`config.mk`:
```
export PLATFORM = sky130hd
export DESIGN_NAME = seq_mag_comparator
export DESIGN_NICKNAME = d
export VERILOG_FILES = /design/src/rtl/seq_cmp_pkg.sv /design/src/rtl/mag_cmp_digit.sv /design/src/rtl/seq_mag_comparator.sv
export SDC_FILE = /design/constraint.sdc
export NUM_CORES = 1
export LEC_CHECK = 0
export CAP_MARGIN = 20
export CORE_UTILIZATION = 55
export DETAILED_ROUTE_END_ITERATION = 7
export GPL_TIMING_DRIVEN = 0
export HOLD_SLACK_MARGIN = 0.02
export PLACE_DENSITY = 0.91
export SLEW_MARGIN = 20
export SYNTH_ARGS = -nofsm -noshare
export SYNTH_HDL_FRONTEND = slang
export SYNTH_SLANG_ARGS = --single-unit
```
`constraint.sdc`:
```
create_clock -name i_clk -period 7.6 [get_ports i_clk]
set_input_delay 1.9 -clock i_clk [delete_from_list [all_inputs] [get_ports i_clk]]
set_output_delay 1.9 -clock i_clk [all_outputs]
set_load 0.1 [all_outputs]
```
`src/rtl/seq_cmp_pkg.sv`:
```
// Shared types and sizing helpers for the sequential magnitude comparator.
//   cmp_state_e  : FSM states IDLE / CMP / DONE
//   cmp_result_t : one-hot compare result {eq, lt, gt}
//   cmp_ndig     : number of DIGIT-wide digits in a WIDTH-bit operand
//   cmp_idx_w    : width of the digit index register (at least 1 bit)
package seq_cmp_pkg;

  localparam int CMP_DEF_WIDTH = 32;
  localparam int CMP_DEF_DIGIT = 4;

  typedef enum logic [1:0] {
    IDLE = 2'd0,
    CMP  = 2'd1,
    DONE = 2'd2
  } cmp_state_e;

  typedef struct packed {
    logic eq;
    logic lt;
    logic gt;
  } cmp_result_t;

  function automatic int cmp_ndig(input int w, input int d);
    return w / d;
  endfunction

  function automatic int cmp_idx_w(input int n);
    return (n > 1) ? $clog2(n) : 1;
  endfunction

endpackage

```
`src/rtl/mag_cmp_digit.sv`:
```
// Combinational unsigned magnitude compare of one DIGIT-bit digit.
//   a, b       : digit operands
//   eq, lt, gt : a == b, a < b, a > b (exactly one is high)
module mag_cmp_digit #(
  parameter int DIGIT = 4
) (
  input  logic [DIGIT-1:0] a,
  input  logic [DIGIT-1:0] b,
  output logic             eq,
  output logic             lt,
  output logic             gt
);

  assign eq = (a == b);
  assign lt = (a <  b);
  assign gt = (a >  b);

endmodule

```
`src/rtl/seq_mag_comparator.sv`:
```
// Multi-cycle magnitude comparator, MSB digit first, DIGIT bits per cycle.
// Signed compares are turned into unsigned ones by flipping the sign bit of
// both operands on accept (offset binary).
//
// Ports:
//   i_clk, i_rst_n            : clock, async active-low reset
//   i_req_valid / o_req_ready : request handshake (ready only in IDLE)
//   i_a, i_b, i_signed        : operands and mode, sampled on accept only
//   i_flush                   : abort an in-flight compare (CMP or DONE)
//   o_resp_valid / i_resp_ready : response handshake, held until taken
//   o_eq, o_lt, o_gt          : one-hot result while o_resp_valid, else 0
//
// Build option: SEQ_CMP_EARLY_EXIT_EN
//   defined   : stop at the first differing digit (latency 1..NDIG)
//   undefined : always walk all NDIG digits (fixed latency NDIG); the
//               highest differing digit is latched and decides lt/gt.
// WIDTH must be a multiple of DIGIT.
module seq_mag_comparator import seq_cmp_pkg::*; #(
  parameter int WIDTH = CMP_DEF_WIDTH,
  parameter int DIGIT = CMP_DEF_DIGIT
) (
  input  logic             i_clk,
  input  logic             i_rst_n,
  input  logic             i_req_valid,
  output logic             o_req_ready,
  input  logic [WIDTH-1:0] i_a,
  input  logic [WIDTH-1:0] i_b,
  input  logic             i_signed,
  input  logic             i_flush,
  output logic             o_resp_valid,
  input  logic             i_resp_ready,
  output logic             o_eq,
  output logic             o_lt,
  output logic             o_gt
);

  localparam int NDIG = cmp_ndig(WIDTH, DIGIT);
  localparam int IW   = cmp_idx_w(NDIG);

  cmp_state_e  state, state_n;
  logic [IW-1:0] idx;
  logic [WIDTH-1:0] a_r, b_r;
  cmp_result_t res, fin_res;
  logic        accept, finish;

  // digit currently under inspection
  logic [WIDTH-1:0] a_sh, b_sh;
  logic [DIGIT-1:0] a_dig, b_dig;
  logic             d_eq, d_lt, d_gt;

  assign a_sh  = a_r >> (DIGIT * int'(idx));
  assign b_sh  = b_r >> (DIGIT * int'(idx));
  assign a_dig = a_sh[DIGIT-1:0];
  assign b_dig = b_sh[DIGIT-1:0];

  mag_cmp_digit #(.DIGIT(DIGIT)) u_dig (
    .a  (a_dig),
    .b  (b_dig),
    .eq (d_eq),
    .lt (d_lt),
    .gt (d_gt)
  );

`ifndef SEQ_CMP_EARLY_EXIT_EN
  // first (most significant) differing digit seen during the walk
  logic hit_r, hit_lt_r;
`endif

  always_ff @(posedge i_clk or negedge i_rst_n) begin
    if (!i_rst_n) state <= IDLE;
    else          state <= state_n;
  end

  always_comb begin
    state_n     = state;
    accept      = 1'b0;
    finish      = 1'b0;
    fin_res     = '0;
    o_req_ready = (state == IDLE);
    case (state)
      IDLE: begin
        if (i_req_valid) begin
          accept  = 1'b1;
          state_n = CMP;
        end
      end
      CMP: begin
        if (i_flush) begin
          state_n = IDLE;
        end else begin
`ifdef SEQ_CMP_EARLY_EXIT_EN
          if (!d_eq) begin
            finish  = 1'b1;
            fin_res = '{eq: 1'b0, lt: d_lt, gt: d_gt};
          end else if (idx == '0) begin
            finish  = 1'b1;
            fin_res = '{eq: 1'b1, lt: 1'b0, gt: 1'b0};
          end
`else
          if (idx == '0) begin
            finish = 1'b1;
            if (hit_r)      fin_res = '{eq: 1'b0, lt: hit_lt_r, gt: !hit_lt_r};
            else if (!d_eq) fin_res = '{eq: 1'b0, lt: d_lt, gt: d_gt};
            else            fin_res = '{eq: 1'b1, lt: 1'b0, gt: 1'b0};
          end
`endif
          if (finish) state_n = DONE;
        end
      end
      DONE: begin
        // flush and handshake both return to IDLE
        if (i_flush || i_resp_ready) state_n = IDLE;
      end
      default: state_n = IDLE;
    endcase
  end

  always_ff @(posedge i_clk or negedge i_rst_n) begin
    if (!i_rst_n) begin
      a_r      <= '0;
      b_r      <= '0;
      idx      <= IW'(NDIG - 1);
      res      <= '0;
`ifndef SEQ_CMP_EARLY_EXIT_EN
      hit_r    <= 1'b0;
      hit_lt_r <= 1'b0;
`endif
    end else begin
      if (accept) begin
        a_r      <= {i_a[WIDTH-1] ^ i_signed, i_a[WIDTH-2:0]};
        b_r      <= {i_b[WIDTH-1] ^ i_signed, i_b[WIDTH-2:0]};
        idx      <= IW'(NDIG - 1);
`ifndef SEQ_CMP_EARLY_EXIT_EN
        hit_r    <= 1'b0;
        hit_lt_r <= 1'b0;
`endif
      end else if (state == CMP && !i_flush) begin
        if (idx != '0) idx <= idx - 1'b1;
`ifndef SEQ_CMP_EARLY_EXIT_EN
        if (!d_eq && !hit_r) begin
          hit_r    <= 1'b1;
          hit_lt_r <= d_lt;
        end
`endif
      end
      if (finish)                               res <= fin_res;
      else if (state != IDLE && state_n == IDLE) res <= '0;
    end
  end

  assign o_resp_valid = (state == DONE);
  assign o_eq = o_resp_valid & res.eq;
  assign o_lt = o_resp_valid & res.lt;
  assign o_gt = o_resp_valid & res.gt;

endmodule
```
Word level (Yosys, flattened, before mapping):

Cells that the tools add are included.

* register bits: 74
* input bits: 70
* output and inout port bits: 5
* word-level logic and storage cells: 69

* add/subtract/negate cells: 1
* magnitude comparators: 2
* equal/unequal tests: 3
* shifts and indexed selects: 2
* multiplexer cells: 28
* bitwise logic cells: 5
* reductions and logical operators: 19

Operators by type and width (number)
* $shr A32 B5 Y4: 2
* $mux W3: 10
* $mux W1: 13
* $reduce_bool A2 Y1: 5
* $mux W2: 4
* $pmux W2 S3: 1
* $eq A4 B4 Y1: 1
* $gt A4 B4 Y1: 1
* $logic_not A1 Y1: 4
* $logic_not A2 Y1: 2
* $lt A4 B4 Y1: 1
* $reduce_and A2 Y1: 2
* $and A1 B1 Y1: 3
* $logic_and A1 B1 Y1: 3
* $logic_not A3 Y1: 1
* $reduce_bool A3 Y1: 1
* $sub A3 B1 Y3 const B: 1
* $eq A2 B1 Y1 const B: 1
* $eq A2 B2 Y1 const B: 1
* $xor A1 B1 Y1: 2
* $logic_or A1 B1 Y1: 1

Depth between registers and ports, before layout:

Gate-level depths: netlist (run 1).

* depth after elaboration: 11
* depth in mapped cells: 9
* mapped depth without buffers: 7

By module:

A second synthesis (run 1) with hierarchy kept.

* cells, all modules: 388
* area total of the unflattened synthesis: 3589.7 um2

By module, submodules not included
* seq_mag_comparator: instances 1, cells each 372, area each 3460.8 um2, sequential area each 1855.5 um2
* mag_cmp_digit: instances 1, cells each 16, area each 128.9 um2, sequential area each 0.0 um2

Least setup slack after synthesis (run 1):

No wires, ideal clock.

* kind: flip-flop to output port
* start point: register state[0]
* end point: output port o_eq
* arrival: 2.087 ns
* data required time: 5.700 ns
* slack: 3.613 ns
* cell stages (with the launch flop): 3
* path buffers: 0
* cell sequence: dfrtp_1 and2b_1 and2_1

* longest elaborated chain between the ends: 2

Ends and longest elaborated chain
* start: declaration: RTL line seq_mag_comparator.sv:40 `cmp_state_e state, state_n;`
* start signal: assignment: RTL line seq_mag_comparator.sv:71 `else state <= state_n;`
* $eq A2 B2 Y1: RTL line seq_mag_comparator.sv:151 `assign o_resp_valid = (state == DONE);`
* named net o_resp_valid: RTL line seq_mag_comparator.sv:30 `output logic o_resp_valid,`
* $and A1 B1 Y1: RTL line seq_mag_comparator.sv:152 `assign o_eq = o_resp_valid & res.eq;`
* end: declaration: RTL line seq_mag_comparator.sv:32 `output logic o_eq,`

The timed path passes the listed nets, and every way through them passes these cells.

Worst setup path after layout (run 1):

* start point: register state[0]
* end point: output port o_lt

* longest elaborated chain between the ends: 2

Ends and longest elaborated chain
* $eq A2 B2 Y1: RTL line seq_mag_comparator.sv:151
* $and A1 B1 Y1: RTL line seq_mag_comparator.sv:153 `assign o_lt = o_resp_valid & res.lt;`
* end: declaration: RTL line seq_mag_comparator.sv:33 `output logic o_lt,`

No other way between the ends.

==> flow_summary.ini, run 1 <==
[global_routing]
gr-total-overflow = 0
antenna_found_initial = 0
grt_max_degree = 59
grtUsageTotal = 0.283
grt_pass1_vias = 3019
grt_pass1_wl_um = 13800

[sta]
hold_slack_ns = 0.470
setup_viol = 0
fin_skew_ns = 0.00715
fmax_mhz = 239
rsz0062_at_grt = false
min_period_ns = 4.18
maxSlewViolCount = 0
setup_tns_ns = 0
tightest_slew_ns = 0.960
finalCritPeriodShare = 0.550
setup_ws_ns = 3.42
finalHoldViolCount = 0
worst_slew_margin_rel = 0.358

[hold_path]
hold_path_depth = 2
min_path_type = register to register

[route]
final_antenna_net_count = 0
wl_per_cell_um = 15.9
via_count = 2877
detail_route.vias_per_cell = 5.39
drc = 0
dr.pass1.iters = 4
drt_iter0_drc = 257
totalWireLength_um = 8490

[floorplan]
die-area_mm2 = 0.00684
die_h_um = 82.7
num_rows = 29
io_pins = 75
core_mm2 = 0.00631
die_w_um = 82.7
floorplan.initialDensity = 0.568

[power_and_ir_drop]
clkPwrFrac = 0.213
swShare = 0.339
comb_power_share = 0.372
p_int_w = 0.000861
powerDensity_mw_per_mm2 = 282
ir_drop_uv = 159
total_power_w = 0.00130
p_leak_nw = 2.36
power.sequential.fraction = 0.415
p_switching_w = 0.000442

[setup_path]
critical_path.max_fanout = 5
end_kind = output port
rrSetupSlack_ns = 4.67
crit_path_end = o_lt
critPathLaunch = state[0]$_DFF_PN0_
path_class = register to output port
reg2reg_from = idx[1]$_DFFE_PN1P_
startpoint_type = register
cp.arrival_ns = 2.28
r2r-end = res[0]$_DFFE_PN0P_
reg2reg_depth = 8
required_ns = 5.70

[clock_tree]
post-cts-setup-buffer-count = 0
clockBufferDepth = 2
clock_insertion_delay_worst_skew_ns = 0.35
root_buffer = clkbuf_8
cts_hold_buf = 0
htree_num_levels = 3
cts.sinks = 74
cts_made_buffers = 9
ctsResizeCount = 0
cts_tree = yes
path_clk_slew_ns = 0.07

[yosys]
synthCells = 366
synth_area_mm2 = 0.00358
seq_area_frac_synth = 0.518
ys_seq_elements = 74
ys_types = 37
ys_warn_count = 0
avgSynthCellArea_um2 = 9.79
synth_fp_nets = 442

[final_layout]
area_growth_pct = 29.1
finalNonFillerCells = 534
most-common-layout-cells = nand2_1, clkdlybuf4s50_1, dfrtp_1
diodes = 0
area.sequential_mm2 = 0.00186
n_fill_cell = 441
drive_above_1_share = 0.0897
multi_input_area_mm2 = 0.00161
layout_commonest_cell = nand2_1
fin_nets = 528

[placement]
gp_congestion = 0.824
dp.cells = 518
place_ws_ns = 3.78
place.port_buffers = 74
dp_hpwl_um = 6020

[status]
status = completed

[job]
max-cap-violations = 0
-- power groups by stage --
stage | Clock (W) | Sequential, W | Combinational (W)
4_1_cts | 0.000280 | 0.000540 | 0.000484
2_1_floorplan | 0 | 0.000529 | 0.000338
6_report | 0.000278 | 0.000541 | 0.000485
3_3_place_gp | 0 | 0.000538 | 0.000446
5_1_grt | 0.000296 | 0.000551 | 0.000533
3_5_place_dp | 0 | 0.000546 | 0.000471
-- synthesized netlist by cell type --
cell type	instances	area share
nor2_1	4	0.0042
a311oi_1	1	0.0024
nor3b_4	1	0.0052
buf_12	1	0.0056
and2b_1	1	0.0021
o211ai_1	1	0.0021
o21ai_0	3	0.0042
buf_2	10	0.014
nand2_2	1	0.0017
clkbuf_1	7	0.0073
xnor2_1	3	0.0073
nor3b_1	1	0.0021
ha_1	6	0.021
or3_1	1	0.0017
and4_1	1	0.0024
mux2i_1	5	0.014
mux2_4	1	0.0042
o32ai_1	1	0.0024
nand4_1	1	0.0017
o221ai_2	1	0.0042
and2_1	5	0.0087
mux4_2	1	0.0063
a21oi_1	3	0.0042
a31oi_1	1	0.0017
dfstp_2	3	0.022
o31ai_1	1	0.0021
inv_1	4	0.0042
nand2b_1	1	0.0017
nor2b_1	1	0.0017
o21a_1	2	0.0042
a211o_1	1	0.0024
mux2_2	3	0.0094
nand2_1	200	0.21
mux4_1	15	0.11
nor3_1	2	0.0028
buf_6	1	0.0031
dfrtp_1	71	0.50
-- stage by stage --
step            util  area [um2]
2_1_floorplan      -        3580
3_3_place_gp   0.700        4420
3_5_place_dp   0.704        4450
4_1_cts        0.733        4630
5_1_grt        0.733        4630
6_report       0.733        4630
-- flip-flops by register name (all words and copies together) (netlist names) --
register / count
a_r: 32
b_r: 32
res: 3
hit_r: 1
idx: 3
hit_lt_r: 1
state: 2
-- layout make-up --
| class | count | share of cell area |
|---|---|---|
| Tap cell | 77 | 0.0208 |
| Clock buffer | 11 | 0.0327 |
| Sequential cell | 74 | 0.401 |
| Timing Repair Buffer | 75 | 0.166 |
| Inverter | 4 | 0.00325 |
| Clock inverter | 5 | 0.00622 |
| Buffer | 19 | 0.0233 |
| Multi-Input combinational cell | 269 | 0.347 |
-- cell families (layout without fill, tap and decap cells) --
group | count (synthesis) | count (layout) | synth area share
multiplexers | 25 | 25 | 0.144
adder cells (fa/ha/maj) | 6 | 6 | 0.0209
flip-flops | 74 | 74 | 0.518
AO/OA/AOI/OAI | 15 | 15 | 0.0300
XOR/XNOR | 3 | 3 | 0.00733
buffers and inverters | 23 | 114 | 0.0342
AND/OR/NAND/NOR | 220 | 220 | 0.246
-- worst min path at each step --
stage                        start             endpoint  slack, ns
2_1_floorplan  a_r[20]$_DFFE_PN0P_  a_r[20]$_DFFE_PN0P_       0.44
3_3_place_gp   b_r[30]$_DFFE_PN0P_  b_r[30]$_DFFE_PN0P_       0.45
3_5_place_dp    b_r[6]$_DFFE_PN0P_   b_r[6]$_DFFE_PN0P_       0.45
4_1_cts         b_r[6]$_DFFE_PN0P_   b_r[6]$_DFFE_PN0P_       0.47
5_1_grt        b_r[22]$_DFFE_PN0P_  b_r[22]$_DFFE_PN0P_       0.49
6_report        b_r[6]$_DFFE_PN0P_   b_r[6]$_DFFE_PN0P_       0.47
-- worst max-delay path, cell delays in order, from the launching register on --
cell	delay, ns
dfrtp_1	0.42
and2b_1	0.26
and2_1	0.13
clkdlybuf4s50_1	1.12
-- routing by layer --
layer  vias up  part of all wire  track usage
met5         -                 0            0
met4         0             0.022        0.117
met3        14             0.043       0.0582
met2        86              0.52        0.489
met1      1404              0.42        0.344
li1       1373                 -            -
Note: power is estimated with default switching activity, not from simulation.
==> run 2, diff against run 1 <==
--- a/config.mk
+++ b/config.mk
@@ -6,11 +6,11 @@
 export NUM_CORES = 1
 export LEC_CHECK = 0
 export CAP_MARGIN = 20
-export CORE_UTILIZATION = 55
+export CORE_UTILIZATION = 46
 export DETAILED_ROUTE_END_ITERATION = 7
 export GPL_TIMING_DRIVEN = 0
 export HOLD_SLACK_MARGIN = 0.02
-export PLACE_DENSITY = 0.91
+export PLACE_DENSITY = 0.82
 export SLEW_MARGIN = 20
 export SYNTH_ARGS = -nofsm -noshare
 export SYNTH_HDL_FRONTEND = slang
==> constraint.sdc (replaced) <==
create_clock -name i_clk -period 3.6 [get_ports i_clk]
set_input_delay 0.9 -clock i_clk [delete_from_list [all_inputs] [get_ports i_clk]]
set_output_delay 0.9 -clock i_clk [all_outputs]
set_load 0.1 [all_outputs]
==> run 2 against run 1 <==
  * Via count shrank 4.2%
  * Flip-flop and latch count stayed put
  * Final cell count up 4.1%
  * Largest power group unchanged
  * Count of clock-buffer cells in the layout is the same
  * Utilization is 11 points lower
  * Sequential power rose by 110%
  * Non-clock buffer count is the same
  * Die area increased by 19%
  * First-iteration DRC count decreased by 65%
  * Critical path depth did not move
  * Clock power is 98% higher
  * Combinational power increased by 110%
==> flow_summary.ini, run 2 (synthesis gave the netlist of run 1 again) <==
[status]
status = completed

[sta]
fin_skew_ns = 0.00586
finalCritPeriodShare = 0.889
hold_slack_ns = 0.468
finalHoldViolCount = 0
min_period_ns = 3.20
setup_tns_ns = 0
setup_ws_ns = 0.399
fmax_mhz = 312
rsz0062_at_grt = false
tightest_slew_ns = 0.960
worst_slew_margin_rel = 0.358
maxSlewViolCount = 0
setup_viol = 0

[route]
totalWireLength_um = 7880
final_antenna_net_count = 0
dr.pass1.iters = 4
drt_iter0_drc = 91
detail_route.vias_per_cell = 4.96
via_count = 2755
wl_per_cell_um = 14.2
drc = 0

[power_and_ir_drop]
clkPwrFrac = 0.205
p_leak_nw = 2.35
swShare = 0.337
power.sequential.fraction = 0.423
p_int_w = 0.00178
comb_power_share = 0.372
p_switching_w = 0.000904
ir_drop_uv = 253
powerDensity_mw_per_mm2 = 580

[clock_tree]
clockBufferDepth = 2
clock_insertion_delay_worst_skew_ns = 0.35
htree_num_levels = 3
cts_made_buffers = 9
root_buffer = clkbuf_8
ctsResizeCount = 0
cts_tree = yes
post-cts-setup-buffer-count = 0
path_clk_slew_ns = 0.08
cts_hold_buf = 0
cts.sinks = 74

[global_routing]
grt_pass1_wl_um = 13300
met2_usage = 0.349
antenna_found_initial = 0
gr-total-overflow = 0
grt_pass1_vias = 2875
top_usage_layer = met2
grtUsageTotal = 0.207
use_met3 = 0.0370
grt_use_met1 = 0.274
grt_max_degree = 45

[setup_path]
required_ns = 2.70
reg2reg_from = idx[1]$_DFFE_PN1P_
cp.arrival_ns = 2.30
path_class = register to output port
critPathLaunch = state[0]$_DFF_PN0_
end_kind = output port
startpoint_type = register
critical_path.max_fanout = 5

[placement]
dp.cells = 540
place_ws_ns = 0.732
dp_hpwl_um = 5850
place.port_buffers = 74
dpl_cell_area_mm2 = 0.00447
gp_congestion = 0.830

[final_layout]
finalNonFillerCells = 556
area_growth_pct = 29.2
n_fill_cell = 620
final_area_mm2 = 0.00463
top_regs = a_r (32), b_r (32)
drive_above_1_share = 0.0853
layout_commonest_cell = nand2_1
fin_nets = 528
diodes = 0
most-common-layout-cells = nand2_1, clkdlybuf4s50_1, dfrtp_1

[floorplan]
core_mm2 = 0.00741
num_rows = 31
io_pins = 75
die-area_mm2 = 0.00815
die_w_um = 90.3
die_h_um = 90.3
floorplan.initialDensity = 0.484

[hold_path]
min_path_type = input port to async pin

[job]
max-cap-violations = 0
-- run 2: cell count changes in the layout (fill, tap and decap cells not counted) --
cell / previous run / this run
clkbuf_8: 11 / 9
clkinv_2: 4 / 3
clkbuf_1: 7 / 9
buf_16: 1 / 0
buf_12: 1 / 2
clkinvlp_4: 0 / 1
-- run 2: layer usage --
metal	wire, um	share of wire	up-vias
met5	0	0	-
met4	71	0.0090	0
met3	423	0.054	8
met2	3850	0.49	71
met1	3540	0.45	1303
li1	-	-	1373
-- run 2: cell type report --
cell class              count  area (um2)  share of cell area
plain buffers              19         108              0.0232
clock buffers              11         131              0.0284
clock inverters             5        31.3             0.00676
inverters                   4        15.0             0.00324
multi-input cells         269        1610               0.347
flip-flops and latches     74        1860               0.401
well taps                  99         124              0.0268
repair buffers             75         758               0.164
-- run 2: worst max-delay path, stage by stage (launching register included) --
cell	delay, ns
dfrtp_1	0.42
and2b_1	0.27
and2_1	0.14
clkdlybuf4s50_1	1.12
-- run 2: power by group through the flow --
stage / registers, W / logic (W) / clock network, W
after floorplan: 0.00112 / 0.000713 / 0
after global placement: 0.00114 / 0.000953 / 0
after detailed placement: 0.00115 / 0.000996 / 0
after CTS: 0.00113 / 0.00100 / 0.000552
after global routing: 0.00116 / 0.00110 / 0.000592
final: 0.00113 / 0.000999 / 0.000550
-- run 2: worst paths after layout --
path,endpoint,slack [ns],depth (start not counted)
max reg2reg,res[0]$_DFFE_PN0P_,0.68,8
max in group asynchronous,idx[2]$_DFFE_PN1P_,2.51,2
min,a_r[30]$_DFFE_PN0P_,0.47,1
min in group i_clk,b_r[4]$_DFFE_PN0P_,0.47,2
max,o_lt,0.40,3
min reg2reg,b_r[4]$_DFFE_PN0P_,0.47,2
-- run 2: stage by stage --
stage               utilization  power [W]
floorplan                     -    0.00183
global placement          0.600    0.00209
detailed placement        0.603    0.00215
CTS                       0.625    0.00269
global route              0.625    0.00285
finish                    0.625    0.00268
==> run 3, diff against run 2 <==
--- a/config.mk
+++ b/config.mk
@@ -5,7 +5,9 @@
 export SDC_FILE = /design/constraint.sdc
 export NUM_CORES = 1
 export LEC_CHECK = 0
+export ABC_CLOCK_PERIOD_IN_PS = 3600
 export CAP_MARGIN = 20
+export CORE_ASPECT_RATIO = 1.75
 export CORE_UTILIZATION = 46
 export DETAILED_ROUTE_END_ITERATION = 7
 export GPL_TIMING_DRIVEN = 0
==> run 3 against run 2 <==
  * Register-to-register slack better by 0.04 ns
  * Flip-flop and latch count unchanged
  * Critical path depth unchanged
  * Critical path type unchanged
  * Largest power group unchanged
  * Highest routed layer unchanged
==> flow_summary.ini, run 3 (synthesis gave the netlist of run 1 again) <==
[power_and_ir_drop]
ir_drop_uv = 335
p_leak_nw = 2.39
powerDensity_mw_per_mm2 = 622

[global_routing]
top_usage_layer = met2
grt_use_met1 = 0.259
grt_pass1_vias = 2952
antenna_found_initial = 0
use_met3 = 0.0560
grt_max_degree = 39
grt_pass1_wl_um = 13500
grtUsageTotal = 0.235
met2_usage = 0.403
gr-total-overflow = 0

[sta]
setup_tns_ns = 0
setup_viol = 0
rsz0062_at_grt = false
worst_slew_margin_rel = 0.357
fmax_mhz = 315
tightest_slew_ns = 0.962
hold_slack_ns = 0.465
fin_skew_ns = 0.00667
min_period_ns = 3.18
maxSlewViolCount = 0
finalCritPeriodShare = 0.883
finalHoldViolCount = 0

[route]
drt_iter0_drc = 166
final_antenna_net_count = 0
drc = 0
via_count = 2880
wl_per_cell_um = 15.6
detail_route.vias_per_cell = 5.28
totalWireLength_um = 8520
dr.pass1.iters = 4

[floorplan]
core_mm2 = 0.00757
num_rows = 42
die_w_um = 68.7
floorplan.initialDensity = 0.474
die-area_mm2 = 0.00816
io_pins = 75
die_h_um = 119

[clock_tree]
path_clk_slew_ns = 0.06
clock_insertion_delay_worst_skew_ns = 0.34
cts_hold_buf = 0
cts.sinks = 74
cts_made_buffers = 9
cts_tree = yes
root_buffer = clkbuf_16
post-cts-setup-buffer-count = 0
htree_num_levels = 3
clockBufferDepth = 2
ctsResizeCount = 0

[setup_path]
path_class = register to output port
cp.arrival_ns = 2.28
required_ns = 2.70
critical_path.max_fanout = 6
end_kind = output port
startpoint_type = register
rrSetupSlack_ns = 0.72

[job]
max-cap-violations = 0

[final_layout]
n_fill_cell = 605
diodes = 0
fin_nets = 528
most-common-layout-cells = nand2_1, clkdlybuf4s50_1, dfrtp_1
area_growth_pct = 31.4
layout_commonest_cell = nand2_1
drive_above_1_share = 0.0832
finalNonFillerCells = 545
top_regs = a_r (32), b_r (32)
final_area_mm2 = 0.00471
fin_util = 0.622

[placement]
gp_congestion = 0.837
dp.cells = 529
dp_hpwl_um = 6390
place.port_buffers = 74
dpl_cell_area_mm2 = 0.00445

[status]
status = completed

[hold_path]
min_path_type = register to register
run 3: cell types whose count changed in the layout (fill, tap and decap cells not counted):
cell,before,now
clkinv_2,3,4
clkbuf_16,0,9
clkinvlp_4,1,0
clkbuf_1,9,10
clkinv_4,1,0
clkbuf_8,9,0
run 3: final timing paths:
kind                                          start             endpoint  cells past startpoint
worst max-delay path             state[1]$_DFF_PN0_                 o_gt                      3
worst min-delay path            b_r[26]$_DFFE_PN0P_  b_r[26]$_DFFE_PN0P_                      2
worst max register to register   idx[1]$_DFFE_PN1P_   res[1]$_DFFE_PN0P_                      8
worst min register to register  b_r[26]$_DFFE_PN0P_  b_r[26]$_DFFE_PN0P_                      2
max in group asynchronous                   i_rst_n   a_r[1]$_DFFE_PN0P_                      2
min in group asynchronous                   i_rst_n   b_r[9]$_DFFE_PN0P_                      1
run 3: power by group:
group          switching (W)  leakage [nW]  total (W)  internal, W
combinational       0.000499          1.35   0.000996     0.000497
sequential          0.000110         0.914    0.00115      0.00104
clock               0.000327         0.130   0.000788     0.000462
total               0.000936          2.39    0.00293      0.00199
run 3: layer usage:
| layer | vias to the layer above | share of wire |
|---|---|---|
| met4 | 0 | 0.028 |
| met3 | 17 | 0.032 |
| li1 | 1378 | - |
| met5 | - | 0 |
| met1 | 1403 | 0.38 |
| met2 | 82 | 0.56 |
run 3: worst max-delay path, cell delays in order, from the launching register on:
cell and delay (ns):
dfrtp_1 0.47, and2b_1 0.22, and2_1 0.14, clkdlybuf4s50_1 1.12
run 3: through the flow:
step | setup WS (ns) | power [W]
global placement | -0.724 | 0.00209
global route | 0.301 | 0.00310
finish | 0.421 | 0.00293
floorplan | 0.613 | 0.00183
detailed placement | 0.728 | 0.00215
CTS | 0.398 | 0.00294
run 3: layout make-up:
class	count	area, um2	area share
well taps	88	110	0.0234
plain buffers	19	108	0.0229
flip-flops and latches	74	1860	0.394
clock buffers	12	236	0.0502
clock inverters	4	20.0	0.00425
repair buffers	75	758	0.161
multi-input cells	269	1610	0.341
inverters	4	15.0	0.00319
